===== src/rtl/pix_tx_pkg.sv =====
// Shared constants and state encoding for the bit-plane pixel transmitter.
package pix_tx_pkg;

    localparam int unsigned MIN_PIC = 3;
    localparam int unsigned BIT_W   = 3;

    typedef enum logic [2:0] {
        ST_IDLE  = 3'd0,
        ST_SOP   = 3'd1,
        ST_FETCH = 3'd2,
        ST_GAP   = 3'd3,
        ST_SEND  = 3'd4,
        ST_STRB  = 3'd5,
        ST_HSYNC = 3'd6,
        ST_FIN   = 3'd7
    } state_t;

endpackage


===== src/rtl/pix_plane_gap_cnt.sv =====
// Loadable down-counter; gap_done_o is a registered flag that is high while
// the count sits at zero, so a load of K gives K+1 enabled cycles before done.
module pix_plane_gap_cnt #(
    parameter int unsigned W = 3
) (
    input  logic         clk_i,
    input  logic         rst_i,
    input  logic         load_i,
    input  logic [W-1:0] load_val_i,
    input  logic         en_i,
    output logic         gap_done_o
);

    logic [W-1:0] cnt_q, cnt_d;
    logic         done_q;

    always_comb begin
        cnt_d = cnt_q;
        if (load_i) begin
            cnt_d = load_val_i;
        end else if (en_i && (cnt_q != '0)) begin
            cnt_d = cnt_q - W'(1);
        end
    end

    always_ff @(posedge clk_i or posedge rst_i) begin
        if (rst_i) begin
            cnt_q  <= '0;
            done_q <= 1'b0;
        end else begin
            cnt_q  <= cnt_d;
            done_q <= (cnt_d == '0);
        end
    end

    assign gap_done_o = done_q;

endmodule


===== src/rtl/pix_bitplane_tx.sv =====
// Frame source: serialises raster-order pixel bytes into LSB-first bit-planes,
// each replicated across DATA and paced by a fixed gap plus WREADY handshake.
module pix_bitplane_tx
    import pix_tx_pkg::*;
#(
    parameter int unsigned DW      = 128,
    parameter int unsigned GAP_CYC = 5,
    parameter int unsigned MAX_PIC = 64,
    parameter int unsigned PSW     = 8
) (
    input  logic           SYS_CLK,
    input  logic           SYS_RST,
    input  logic           START,
    input  logic [PSW-1:0] PIC_SIZE,
    input  logic [7:0]     PIX_IN,
    input  logic           PIX_IN_VLD,
    output logic           PIX_IN_RDY,
    input  logic           WREADY,
    output logic [DW-1:0]  DATA,
    output logic           DATA_VLD,
    output logic           DATA_HSYNC,
    output logic           DATA_SOP,
    output logic           BUSY,
    output logic           DONE,
    output logic           ERR
);

    localparam int unsigned GAP_W = (GAP_CYC > 1) ? $clog2(GAP_CYC) : 1;

    state_t           state_q, state_d;
    logic [PSW-1:0]   n_q, n_d;
    logic [PSW-1:0]   row_q, row_d;
    logic [PSW-1:0]   col_q, col_d;
    logic [BIT_W-1:0] bit_q, bit_d;
    logic [7:0]       byte_q, byte_d;
    logic [DW-1:0]    data_q, data_d;
    logic             err_d, err_q;
    logic             sop_q, vld_q, hsync_q, done_q, busy_q;
    logic             gap_load, gap_done, size_ok;

    assign size_ok = (PIC_SIZE >= PSW'(MIN_PIC)) && (PIC_SIZE <= PSW'(MAX_PIC));

    pix_plane_gap_cnt #(.W(GAP_W)) u_gap (
        .clk_i      (SYS_CLK),
        .rst_i      (SYS_RST),
        .load_i     (gap_load),
        .load_val_i (GAP_W'(GAP_CYC - 1)),
        .en_i       (state_q == ST_GAP),
        .gap_done_o (gap_done)
    );

    always_comb begin
        state_d  = state_q;
        n_d      = n_q;
        row_d    = row_q;
        col_d    = col_q;
        bit_d    = bit_q;
        byte_d   = byte_q;
        data_d   = data_q;
        err_d    = 1'b0;
        gap_load = 1'b0;
        case (state_q)
            ST_IDLE: begin
                if (START) begin
                    if (size_ok) begin
                        n_d     = PIC_SIZE;
                        state_d = ST_SOP;
                    end else begin
                        err_d = 1'b1;
                    end
                end
            end
            ST_SOP: begin
                row_d   = '0;
                col_d   = '0;
                bit_d   = '0;
                state_d = ST_FETCH;
            end
            ST_FETCH: begin
                if (PIX_IN_VLD) begin
                    byte_d   = PIX_IN;
                    bit_d    = '0;
                    data_d   = {DW{PIX_IN[0]}};
                    gap_load = 1'b1;
                    state_d  = ST_GAP;
                end
            end
            ST_GAP: begin
                if (gap_done) state_d = ST_SEND;
            end
            ST_SEND: begin
                if (WREADY) state_d = ST_STRB;
            end
            ST_STRB: begin
                // next plane is loaded here so DATA settles for the whole gap
                if (bit_q != BIT_W'(7)) begin
                    bit_d    = bit_q + BIT_W'(1);
                    data_d   = {DW{byte_q[bit_q + BIT_W'(1)]}};
                    gap_load = 1'b1;
                    state_d  = ST_GAP;
                end else if (col_q != n_q - PSW'(1)) begin
                    col_d   = col_q + PSW'(1);
                    state_d = ST_FETCH;
                end else begin
                    state_d = ST_HSYNC;
                end
            end
            ST_HSYNC: begin
                col_d = '0;
                if (row_q != n_q - PSW'(1)) begin
                    row_d   = row_q + PSW'(1);
                    state_d = ST_FETCH;
                end else begin
                    state_d = ST_FIN;
                end
            end
            ST_FIN: begin
                state_d = ST_IDLE;
            end
            default: begin
                state_d = ST_IDLE;
            end
        endcase
    end

    // Strobes are registered decodes of the next state so they align with it.
    always_ff @(posedge SYS_CLK or posedge SYS_RST) begin
        if (SYS_RST) begin
            state_q <= ST_IDLE;
            n_q     <= '0;
            row_q   <= '0;
            col_q   <= '0;
            bit_q   <= '0;
            byte_q  <= '0;
            data_q  <= '0;
            err_q   <= 1'b0;
            sop_q   <= 1'b0;
            vld_q   <= 1'b0;
            hsync_q <= 1'b0;
            done_q  <= 1'b0;
            busy_q  <= 1'b0;
        end else begin
            state_q <= state_d;
            n_q     <= n_d;
            row_q   <= row_d;
            col_q   <= col_d;
            bit_q   <= bit_d;
            byte_q  <= byte_d;
            data_q  <= data_d;
            err_q   <= err_d;
            sop_q   <= (state_d == ST_SOP);
            vld_q   <= (state_d == ST_STRB);
            hsync_q <= (state_d == ST_HSYNC);
            done_q  <= (state_d == ST_FIN);
            busy_q  <= (state_d != ST_IDLE) && (state_d != ST_FIN);
        end
    end

    assign PIX_IN_RDY = (state_q == ST_FETCH);
    assign DATA       = data_q;
    assign DATA_VLD   = vld_q;
    assign DATA_HSYNC = hsync_q;
    assign DATA_SOP   = sop_q;
    assign BUSY       = busy_q;
    assign DONE       = done_q;
    assign ERR        = err_q;

endmodule

===== config.mk =====
export PLATFORM = sky130hd
export DESIGN_NAME = pix_bitplane_tx
export DESIGN_NICKNAME = d
export VERILOG_FILES = /design/src/rtl/pix_tx_pkg.sv /design/src/rtl/pix_plane_gap_cnt.sv /design/src/rtl/pix_bitplane_tx.sv
export SDC_FILE = /design/constraint.sdc
export NUM_CORES = 1
export LEC_CHECK = 0
export BUFFER_PORTS_ARGS = -buffer_cell sky130_fd_sc_hd__buf_2
export CAP_MARGIN = 20
export CORE_ASPECT_RATIO = 1.25
export CORE_MARGIN = 2
export CORE_UTILIZATION = 40
export CTS_CLUSTER_DIAMETER = 200
export DETAILED_ROUTE_END_ITERATION = 6
export GPL_TIMING_DRIVEN = 0
export PLACE_DENSITY = 0.76
export SETUP_SLACK_MARGIN = 0.2
export SYNTH_ARGS = -nofsm -noshare
export SYNTH_HDL_FRONTEND = slang
export SYNTH_HIERARCHICAL = 1
export SYNTH_SLANG_ARGS = --single-unit
export TNS_END_PERCENT = 5

===== constraint.sdc =====
create_clock -name SYS_CLK -period 3.36 [get_ports SYS_CLK]
set_clock_uncertainty 0.1 [all_clocks]
set_input_delay 0.672 -clock SYS_CLK [delete_from_list [all_inputs] [get_ports SYS_CLK]]
set_output_delay 0.672 -clock SYS_CLK [all_outputs]
set_load 0.02 [all_outputs]

# Word-level counts from Yosys, hierarchy flattened
# Index checks and enable logic that the tools add are counted.
# totals
ff_bits	176
latch_bits	0
mem_bits_rw	0
mem_bits_ro	0
input_bits	21
output_inout_bits	135
elab_cells	91
memories	0
# op_classes
n_addsub	5
mul	0
n_div	0
n_lt_le_gt_ge	3
n_eq_ne	20
shift	0
muxes	30
n_bitwise	0
reduce_logical	18
# ops
operator	count
two-way mux 128 bit	2
one-hot mux 128 bit (2 select lines)	1
two-way mux 3 bit	12
one-hot mux 8 bit (2 select lines)	2
two-way mux 8 bit	3
one-hot mux 3 bit (8 select lines)	1
== test 3 bit (second input constant)	7
adder 8 x 1 -> 8 bit (second input constant)	2
!= test 8 bit	2
AND reduction 3 bit	4
!= test 2 bit (second input constant)	5
one-hot mux 3 bit (3 select lines)	1
nonzero test 3 bit	3
greater-or-equal comparator 8 x 2 -> 1 bit (second input constant)	1
less-or-equal comparator 8 x 7 -> 1 bit (second input constant)	1
subtractor 8 x 1 -> 8 bit (second input constant)	1
== test 3 x 1 -> 1 bit (second input constant)	2
== test 3 x 2 -> 1 bit (second input constant)	2
zero test 3 bit	2
two-way mux 1 bit	6
!= test 3 bit (second input constant)	2
nonzero test 2 bit	3
less-than comparator 3 x 4 -> 1 bit (second input constant)	1
AND reduction 2 bit	2
6 further kinds	8

# Depth between registers and ports, before layout
# Gate-level depths: netlist of the first run.
# logic_depth
word_depth	7
ltp_mapped	10
ltp_nobuf	8

# Modules after synthesis
# Netlist of the first run, hierarchy kept.
# by_module_without_submodules
mod	instances	cells_each	area_each_um2	seq_area_each_um2
pix_bitplane_tx	1	448	3866.2	1126.1
pix_plane_gap_cnt	1	25	247.7	100.1

# Least setup slack after synthesis of the first run
# No wires, ideal clock.
# synth_timing
path_type	register to output
startpoint	register DATA[126] (netlist name)
endpoint	output port DATA[100]
t_arrival_ns	2.738
required_time_ns	2.588
path_slack_ns	-0.150
path_stages_with_launch	2
n_path_buf	1
path_cell_list	dfrtp_1 -> buf_4
# synth_rtl
item	line_no	source
end, declared	pix_bitplane_tx.sv:19	output logic [DW-1:0] DATA,

# Final worst setup path of the first run
# layout_timing
startpoint	register n_q[0]
endpoint	register busy_q, in the netlist BUSY
# layout_via
elab_chain_cells	7
word_cells_on_any_way	10
cone_classes	add/sub: 1; eq/ne: 3; mux: 4; reduce/logical: 2
# layout_lines
item	line_no	source
start, declared	pix_bitplane_tx.sv:31	logic [PSW-1:0] n_q, n_d;
start signal, assigned	pix_bitplane_tx.sv:144	n_q <= n_d;
subtractor 8 x 1 -> 8 bit (*)	pix_bitplane_tx.sv:101, pix_bitplane_tx.sv:110	
!= test 8 bit	pix_bitplane_tx.sv:101	end else if (col_q != n_q - PSW'(1)) begin
two-way mux 3 bit	pix_bitplane_tx.sv:101	
two-way mux 3 bit	pix_bitplane_tx.sv:96	if (bit_q != BIT_W'(7)) begin
one-hot mux 3 bit (8 select lines) (*)	pix_bitplane_tx.sv:62	case (state_q)
!= test 3 bit or nonzero test 3 bit (tied branches)	pix_bitplane_tx.sv:155	busy_q <= (state_d != ST_IDLE) && (state_d != ST_FIN);
logical AND 1 bit (*)	pix_bitplane_tx.sv:155	
end signal, assigned	pix_bitplane_tx.sv:155	
end, declared	pix_bitplane_tx.sv:38	logic sop_q, vld_q, hsync_q, done_q, busy_q;
# Mark *: on every way between the ends. The rest lies on a longest branch, timed or not.
# A chain may end at the register's enable or synchronous reset.

==> results.tsv, run 1 <==
metric	value	unit
Area growth, synth to finish	27.7	%
worst r2r src	n_q[0]	
via count	3580	
ANT nets after route	0	
Seq. cell area	1230	um2
dpl hpwl	7.41	mm
Yosys reg bits	49	
Seq/Total Area, Yosys	29.8	%
slew margin rel.	31.3	%
Final min period	2.93	ns
DRT Pass-1 Iters	4	
RSZ-0062 raised after global routing	no	
startpoint type of the worst setup path	flop	
Remaining DRCs	0	
initial antenna violation count	0	
Setup crit start	n_q[0]	
clock slew at reported path FFs	0.07	ns
first-pass GRT wire length	15.2	mm
total CTS buffers	5	
WL/cell	12.6	um
worst skew pair latency	0.29	ns
Slew @ Worst Pin	1.02	ns
Lkg Pwr	2.79	nW
area of the mapped netlist	4110	um2
Clock Sinks	49	
row count	41	
largest cells by area after synthesis	dfrtp_1 (30%), buf_4 (23%), nand2_1 (5.1%)	
CP Data Required Time	3.46	ns
die width	94.7	um
NumNets Final	666	
CP Max Fanout	10	
Initial DRC Count	223	
CTS Hold Bufs	0	
Core ar.	10100	um2
Worst setup EP type	flop	
max_cap viols	0	
syn avg cell area	8.70	um2
area of the multi-input gates	1790	um2
Total Wirelength	9.67	mm
Sum Neg Setup Slack	0	ns
sequential power share	15.0	%
final hold vios	0	
final core utilization	52.3	%
Die Area	11100	um2
Synth top area share	29.8	%
CTS tree	yes	
Synth area leader	dfrtp_1	
peak supply drop	460	uV
internal power	0.00303	W
Inserted Diodes	0	
Mapped Cells	473	
Layout fillers	953	
drt via density	4.66	
synth warn	6	
Starting Density	40.9	%
Crit Path Category	flop to flop	
Hold Path Class	primary input to asynchronous set/reset pin	
Final setup viols	0	
# port buffers	155	
number of enable flip-flop cells after synthesis	0	
io pins	156	
Crit path arrival time	3.02	ns
Cell Pwr Density	1100	nW/um2
Root Buffer	clkbuf_16	
CTS max path bufs	2	
switching power of the nets	0.00276	W
all-layer global routing usage	16.7	%
sw frac	47.7	%
top cells by count, synth	buf_4 (127), nand2_1 (56), dfrtp_1 (49)	
vias in the first global route	3186	
Final Slew Violations	0	
clock share of power	8.8	%
H-tree depth	2	
outcome	finished, final reports clean	
maximum clock rate	342	MHz
final worst-path cycle share	87.1	%
gp weighted congestion	0.854	
largest net degree at the start of global routing	128	
top-count cell post-synth	buf_4	
ys async rst share	100	%
Die Y	117	um
count of cell types in the netlist	71	
top_reg_cell synth	dfrtp_1	
layout cells sized above 1	51.5	%
global route overflow	0	
Logic pwr share	76.2	%
layout by cell type (no fill, tap or decap), drive strengths merged, types with 5 or more instances in the layout:
cell / Yosys / layout
nor2b: 8 / 8
inv: 12 / 13
ha: 7 / 7
a21oi: 11 / 11
mux2i: 8 / 8
nor3: 13 / 13
nand3: 12 / 12
nor2: 10 / 10
and2: 6 / 6
clkbuf: 15 / 21
o211ai: 5 / 5
nand4: 5 / 5
buf: 135 / 292
mux2: 8 / 8
dfrtp: 49 / 49
nand3b: 5 / 5
nand2: 57 / 57
o21ai: 15 / 15
a22o: 5 / 5
and3: 5 / 5
nand2b: 11 / 11
xnor2: 8 / 8
worst paths after layout:
check,end,slack (ns),depth (start not counted)
worst max-delay path,BUSY,0.43,10
worst min-delay path,u_gap/gap_done_o,0.17,2
worst max register to register,BUSY,0.43,10
worst min register to register,byte_q[7],0.38,2
max in group asynchronous,DATA[126],2.35,3
min in group SYS_CLK,byte_q[7],0.38,2
worst max-delay path: stages, from the launching register on:
cell      delay [ns]
dfrtp_1         0.37
buf_6           0.14
inv_1           0.05
ha_1            0.30
nor3b_2         0.34
nor3b_1         0.41
xnor3_1         0.28
o211ai_1        0.20
buf_2           0.29
o21ai_0         0.11
a32oi_1         0.23
stage by stage:
| step | total power (W) | instances | hold WS, ns | worst slack (ns) | area, um2 |
|---|---|---|---|---|---|
| after floorplan | 0.00422 | 474 | 0.338 | 0.847 | 4120 |
| after global placement | 0.00525 | 758 | 0.356 | 0.372 | 5060 |
| after detailed placement | 0.00529 | 760 | 0.366 | 0.312 | 5110 |
| after CTS | 0.00580 | 768 | 0.176 | 0.292 | 5250 |
| after global routing | 0.00618 | 768 | 0.174 | 0.234 | 5250 |
| final | 0.00578 | 768 | 0.171 | 0.434 | 5250 |
per-layer routing:
layer | wire length (um) | GRT usage [%] | up-vias
li1 | - | - | 1822
met1 | 3830 | 19.2 | 1592
met2 | 4940 | 30.3 | 152
met3 | 738 | 2.83 | 14
met4 | 159 | 5.89 | 0
met5 | 0 | 0 | -
sequential cells by signal (all words and copies together), names as in the netlist:
| signal | cells |
|---|---|
| state_q | 3 |
| col_q | 8 |
| DATA_SOP | 1 |
| ERR | 1 |
| u_gap/cnt_q | 3 |
| row_q | 8 |
| DONE | 1 |
| n_q | 8 |
| byte_q | 8 |
| BUSY | 1 |
| bit_q | 3 |
| u_gap/gap_done_o | 1 |
| DATA_VLD | 1 |
| DATA_HSYNC | 1 |
| DATA | 1 |
power groups by stage:
stage / registers [W] / logic (W) / clock network (W)
after CTS: 0.000868 / 0.00442 / 0.000512
final: 0.000868 / 0.00441 / 0.000507
after detailed placement: 0.000877 / 0.00441 / 0
after global routing: 0.000886 / 0.00476 / 0.000536
after global placement: 0.00102 / 0.00423 / 0
after floorplan: 0.000995 / 0.00323 / 0
cell type report:
type	instances	share of cell area (%)
well taps	129	3.07
plain buffers	150	20.2
multi-input cells	263	34.1
repair buffers	157	15.7
inverters	12	0.857
clock inverters	2	0.262
clock buffers	6	2.45
flip-flops and latches	49	23.4
kinds of logic after synthesis:
kind of cell | share of synthesized area, %
xor+xnor | 3.65
simple gates | 19.3
flops | 29.8
fa+ha+maj | 2.13
other cells | 0.183
buf+inv | 26.9
compound gates | 12.8
mux | 5.23
timing repair:
action,4_1_cts,5_1_grt
setup buffers,0,0
endpoints found under the setup margin,0,3
gates resized for setup,0,1
No activity file was read; power rests on OpenSTA's default activity.
==> inputs of run 2 (changes only) <==
- ABC_AREA: default -> 1
==> run 2 against run 1 <==
Register-to-register slack better by 0.38 ns. Utilization up 0.56 points. Power down 5.9%. Cell area down 3.4%. Sequential share of layout area up 0.83 points. Critical path type unchanged. Largest power group unchanged.
==> results.tsv, run 2 <==
metric	value	unit	change
ANT nets after route	0		unchanged
final hold vios	0		unchanged
Synth top area share	31.1	%	+1.3 points
drt via density	4.40		-5.5%
Die Y	115	um	-2.0%
first-pass GRT wire length	13.9	mm	-8.9%
maximum clock rate	393	MHz	+15%
post-cts sizing count	0		unchanged
CP Max Fanout	7		-3
worst r2r src	n_q[0]		
ys async rst share	100	%	unchanged
global route overflow	0		unchanged
Synth area leader	dfrtp_1		
final core utilization	52.8	%	+0.56 points
CTS max path bufs	2		unchanged
area of the mapped netlist	3950	um2	-4.1%
Crit path arrival time	2.62	ns	-0.40 ns
Placed Area	4930	um2	-3.4%
CTS tree	yes		
met3 routed WL	478	um	-35%
Finished Cell Area	5070	um2	-3.4%
Final min period	2.55	ns	-0.378 ns
Total Wirelength	8.79	mm	-9.1%
largest net degree at the start of global routing	117		-8.6%
DRT Pass-1 Iters	4		unchanged
io pins	156		unchanged
Reg-to-Reg End	BUSY		
count of cell types in the netlist	35		-51%
Layout fillers	931		-2.3%
peak supply drop	599	uV	+30%
Inserted Diodes	0		unchanged
top cells by count, synth	buf_4 (127), nand2_1 (93), inv_1 (55)		
Root Buffer	clkbuf_16		
# port buffers	155		unchanged
Total Power	0.00544	W	-5.9%
outcome	finished, final reports clean		
die width	92.8	um	-2.0%
Starting Density	41.1	%	+0.15 points
Area growth, synth to finish	28.6	%	
clock slew at reported path FFs	0.06	ns	about the same
Seq/Total Area, Yosys	31.1	%	+1.3 points
all-layer global routing usage	15.5	%	-1.1 points
Initial DRC Count	170		-24%
syn avg cell area	7.60	um2	-13%
Mapped Cells	519		+9.7%
top-count cell post-synth	buf_4		
Crit Path Category	flop to flop		
commonest non-fill, non-tap cell in the layout	buf_2		
startpoint type of the worst setup path	flop		
Seq. cell area	1230	um2	unchanged
worst skew pair latency	0.29	ns	about the same
setup slack, reg-to-reg	0.81	ns	+0.38 ns
met2 wire len	4.65	mm	-5.8%
Final setup viols	0		unchanged
top_reg_cell synth	dfrtp_1		
CP Data Required Time	3.44	ns	-0.02 ns
layout cells sized above 1	48.5	%	-3.0 points
Hold Path Class	primary input to asynchronous set/reset pin		
most frequent cells in the layout	buf_2 (155), buf_4 (127), nand2_1 (93), inv_1 (54), dfrtp_1 (48)		
Cell Pwr Density	1070	nW/um2	-2.6%
synth warn	6		unchanged
Final Slew Violations	0		unchanged
WL met1	3.49	mm	-9.0%
Yosys reg bits	49		unchanged
Core ar.	9610	um2	-4.4%
post-CTS setup buffer count	0		unchanged
Die Area	10700	um2	-3.9%
top sig layer	met4		
Lkg Pwr	2.74	nW	-1.9%
WL/cell	10.8	um	-14%
area of the multi-input gates	1520	um2	-15%
H-tree depth	2		unchanged
via count	3571		-0.25%
vias in the first global route	3163		-0.72%
gp weighted congestion	0.887		+3.9%
dpl hpwl	6.99	mm	-5.6%
CTS Hold Bufs	0		unchanged
Remaining DRCs	0		unchanged
total CTS buffers	5		unchanged
Worst setup EP type	flop		
FF-to-FF path depth	13		+3
final worst-path cycle share	75.8	%	-11 points
initial antenna violation count	0		unchanged
row count	40		-2.4%
number of enable flip-flop cells after synthesis	0		unchanged
NumNets Final	712		+6.9%
Sum Neg Setup Slack	0	ns	unchanged
largest cells by area after synthesis	dfrtp_1 (31%), buf_4 (24%), nand2_1 (8.8%)		
Clock Sinks	49		unchanged
RSZ-0062 raised after global routing	no		
max_cap viols	0		unchanged
## run 2: kinds of logic (layout without fill, tap and decap cells)
| family | Yosys count | count (layout) | share of synthesized area, % |
|---|---|---|---|
| compound gates | 42 | 42 | 6.82 |
| xor+xnor | 6 | 6 | 1.33 |
| fa+ha+maj | 7 | 7 | 2.22 |
| buf+inv | 189 | 354 | 30.4 |
| flops | 49 | 49 | 31.1 |
| mux | 8 | 8 | 2.28 |
| other cells | 2 | 3 | 0.190 |
| simple gates | 216 | 216 | 25.6 |
## run 2: how the worst max path moves through the flow
| stage | startpoint | cells after the start | slack [ns] | to |
|---|---|---|---|---|
| final | n_q[0] | 13 | 0.81 | BUSY |
| after global routing | n_q[0] | 13 | 0.53 | BUSY |
| after CTS | n_q[0] | 13 | 0.83 | BUSY |
| after detailed placement | n_q[0] | 13 | 0.83 | BUSY |
| after global placement | DATA[126] | 2 | 0.62 | DATA[70] |
| after floorplan | DATA[126] | 1 | 0.84 | DATA[100] |
## run 2: area by class of cell
class	count	share of cell area, %
clock buffers	7	2.61
repair buffers	157	16.2
inverters	59	4.36
multi-input cells	282	30.0
clock inverters	1	0.148
flip-flops and latches	49	24.2
plain buffers	130	19.3
well taps	126	3.11
## run 2: metrics by stage
stage	cells	setup WS, ns	hold slack [ns]
2_1_floorplan	520	0.845	0.338
3_3_place_gp	801	0.618	0.362
3_5_place_dp	803	0.833	0.366
4_1_cts	811	0.825	0.176
5_1_grt	811	0.525	0.198
6_report	811	0.812	0.173
## run 2: power breakdown
group	switching (W)	internal (W)
logic	0.00223	0.00177
registers	0.000187	0.000764
clock network	0.000214	0.000277
total	0.00263	0.00281
## run 2: per-layer routing
| layer | GRT usage (%) | vias to the layer above |
|---|---|---|
| met5 | 0 | - |
| met4 | 5.20 | 0 |
| met3 | 2.36 | 14 |
| met2 | 30.0 | 104 |
| met1 | 17.3 | 1599 |
| li1 | - | 1854 |
## run 2: critical path, cell delays in order, from the launching register on
cell and delay (ns):
dfrtp_1 0.45, inv_1 0.20, ha_1 0.25, nand2_2 0.10, o21ai_1 0.25, nand2_1 0.11, nand2_1 0.07, nand2_1 0.04
nor2_1 0.18, nand4_1 0.26, nand3_1 0.21, nand2_1 0.09, nand2_1 0.06, nand2_1 0.05
==> inputs of run 3 (changes only) <==
- ABC_AREA: 1 -> 0
- PLACE_DENSITY: 0.76 -> 0.73
- clock period: 3.36 -> 2.6 ns (I/O delays scaled with it)
==> run 3 against run 2 <==
Sequential power is 21% higher. Worst setup slack worse by 0.65 ns. Sequential cell count did not move. Non-clock buffer count up 38. Largest power group unchanged. First-iteration DRC count increased by 0.59%. Utilization is 2.2 points higher. Cell count shrank 3.1%. Routed wire length grew 17%.
==> results.tsv, run 3 (synthesis gave the netlist of run 1 again) <==
metric	value	unit	change
outcome	finished, final reports clean		
CTS max path bufs	2		unchanged
Starting Density	40.9	%	-0.15 points
gp weighted congestion	0.882		-0.48%
layout cells sized above 1	55.3	%	+6.8 points
most frequent cells in the layout	buf_2 (159), buf_4 (145), nand2_1 (56), dfrtp_1 (47), clkbuf_1 (13)		
setup ws final	0.162	ns	-0.651 ns
Finished Cell Area	5530	um2	+9.0%
# port buffers	155		unchanged
maximum clock rate	410	MHz	+4.5%
Die Y	117	um	+2.0%
NumNets Final	684		-3.9%
global route overflow	0		unchanged
drt via density	4.72		+7.3%
vias in the first global route	3512		+11%
all-layer global routing usage	17.9	%	+2.4 points
Hold Path Class	primary input to asynchronous set/reset pin		
DRT Pass-1 Iters	5		+1
Remaining DRCs	0		unchanged
Crit path arrival time	2.55	ns	-0.07 ns
final hold vios	0		unchanged
startpoint type of the worst setup path	flop		
Clock Sinks	49		unchanged
slew margin rel.	61.8	%	
Crit Path Category	flop to flop		
Inserted Diodes	0		unchanged
Placed Area	5110	um2	+3.5%
WL/cell	13.0	um	+20%
largest net degree at the start of global routing	120		+2.6%
Final min period	2.44	ns	-0.109 ns
Area growth, synth to finish	34.4	%	
Layout fillers	940		+0.97%
Worst setup EP type	flop		
non-filler instance count after layout	786		-3.1%
final worst-path cycle share	93.8	%	+18 points
Die Area	11100	um2	+4.1%
ANT nets after route	0		unchanged
peak supply drop	681	uV	+14%
Lkg Pwr	2.92	nW	+6.5%
CTS tree	yes		
RSZ-0062 raised after global routing	yes		
Final Slew Violations	0		unchanged
CP Max Fanout	10		+3
initial antenna violation count	0		unchanged
first-pass GRT wire length	16.5	mm	+19%
H-tree depth	2		unchanged
max_cap viols	0		unchanged
io pins	156		unchanged
Root Buffer	clkbuf_16		
row count	41		+2.5%
Final setup viols	0		unchanged
Initial DRC Count	171		+0.59%
CP Data Required Time	2.71	ns	-0.73 ns
worst skew pair latency	0.28	ns	about the same
Placed Cells	760		-5.4%
via count	3712		+3.9%
final core utilization	55.0	%	+2.2 points
dpl ws	-0.318	ns	-1.15 ns
die width	94.7	um	+2.0%
clock slew at reported path FFs	0.06	ns	about the same
Core ar.	10100	um2	+4.6%
Cell Pwr Density	1440	nW/um2	+35%
commonest non-fill, non-tap cell in the layout	buf_2		
total CTS buffers	5		unchanged
Slew @ Worst Pin	0.572	ns	
Total Wirelength	10.2	mm	+17%
dpl hpwl	7.68	mm	+9.8%
-- run 3: cell count changes in the layout (fill, tap and decap cells not counted), moves of 7 or more --
cell / change
a21oi_1: +7
buf_4: +18
clkbuf_1: +10
inv_1: -44
mux2i_1: +8
nand2_1: -37
nand2b_1: +10
nand3_1: -35
nand4_1: -9
nor2_1: -22
nor2b_1: +8
o21ai_0: -11
xnor2_1: +8
-- run 3: per-stage QoR --
stage / TNS (ns) / hold WS [ns] / power, W
after floorplan: 0 / 0.186 / 0.00546
after global placement: -2.25 / 0.307 / 0.00682
after detailed placement: -3.18 / 0.321 / 0.00686
after CTS: 0 / 0.0129 / 0.00784
after global routing: 0 / 0.0322 / 0.00852
final: 0 / 0.0137 / 0.00798
-- run 3: what timing repair did --
action	in CTS	in global routing
gates cloned	1	0
hold buffers	0	0
pin swaps	4	7
endpoints found under the setup margin	26	27
buffers inserted	9	8
gates resized for setup	21	16
endpoints found under the hold margin	0	0
-- run 3: worst paths after layout --
| path | from | endpoint | cells after the start | slack [ns] |
|---|---|---|---|---|
| min in group SYS_CLK | PIX_IN[6] | byte_q[6] | 3 | 0.32 |
| max reg2reg | n_q[0] | col_q[2] | 8 | 0.16 |
| min | SYS_RST | u_gap/cnt_q[0] | 2 | 0.01 |
| max in group asynchronous | SYS_RST | n_q[1] | 3 | 1.73 |
| min reg2reg | byte_q[3] | byte_q[3] | 2 | 0.38 |
| max | n_q[0] | col_q[2] | 8 | 0.16 |
-- run 3: layout make-up --
| type | count | area, um2 | area share, % |
|---|---|---|---|
| clock inverters | 1 | 5.00 | 0.0905 |
| clock buffers | 7 | 153 | 2.76 |
| inverters | 12 | 47.5 | 0.860 |
| repair buffers | 175 | 956 | 17.3 |
| plain buffers | 150 | 1070 | 19.4 |
| well taps | 129 | 161 | 2.92 |
| multi-input cells | 263 | 1900 | 34.4 |
| flip-flops and latches | 49 | 1230 | 22.3 |
-- run 3: metal layers --
metal | vias to the layer above | track usage [%] | share of wire [%]
li1 | 1857 | - | -
met1 | 1697 | 20.1 | 38
met2 | 139 | 33.9 | 54
met3 | 19 | 2.83 | 5.8
met4 | 0 | 5.16 | 1.6
met5 | - | 0 | 0
-- run 3: power breakdown --
part           switching, W  internal (W)  leakage, nW
clock network      0.000267      0.000407       0.0799
registers          0.000187      0.000959        0.637
logic               0.00328       0.00288         2.20
-- run 3: critical path, cell delays in order, from the launching register on --
cell and delay, ns:
dfrtp_1 0.37, buf_6 0.14, or4_4 0.57, or3_1 0.40, a21oi_2 0.17, nand4_2 0.15, buf_6 0.17, nand3_1 0.10
mux2i_1 0.18
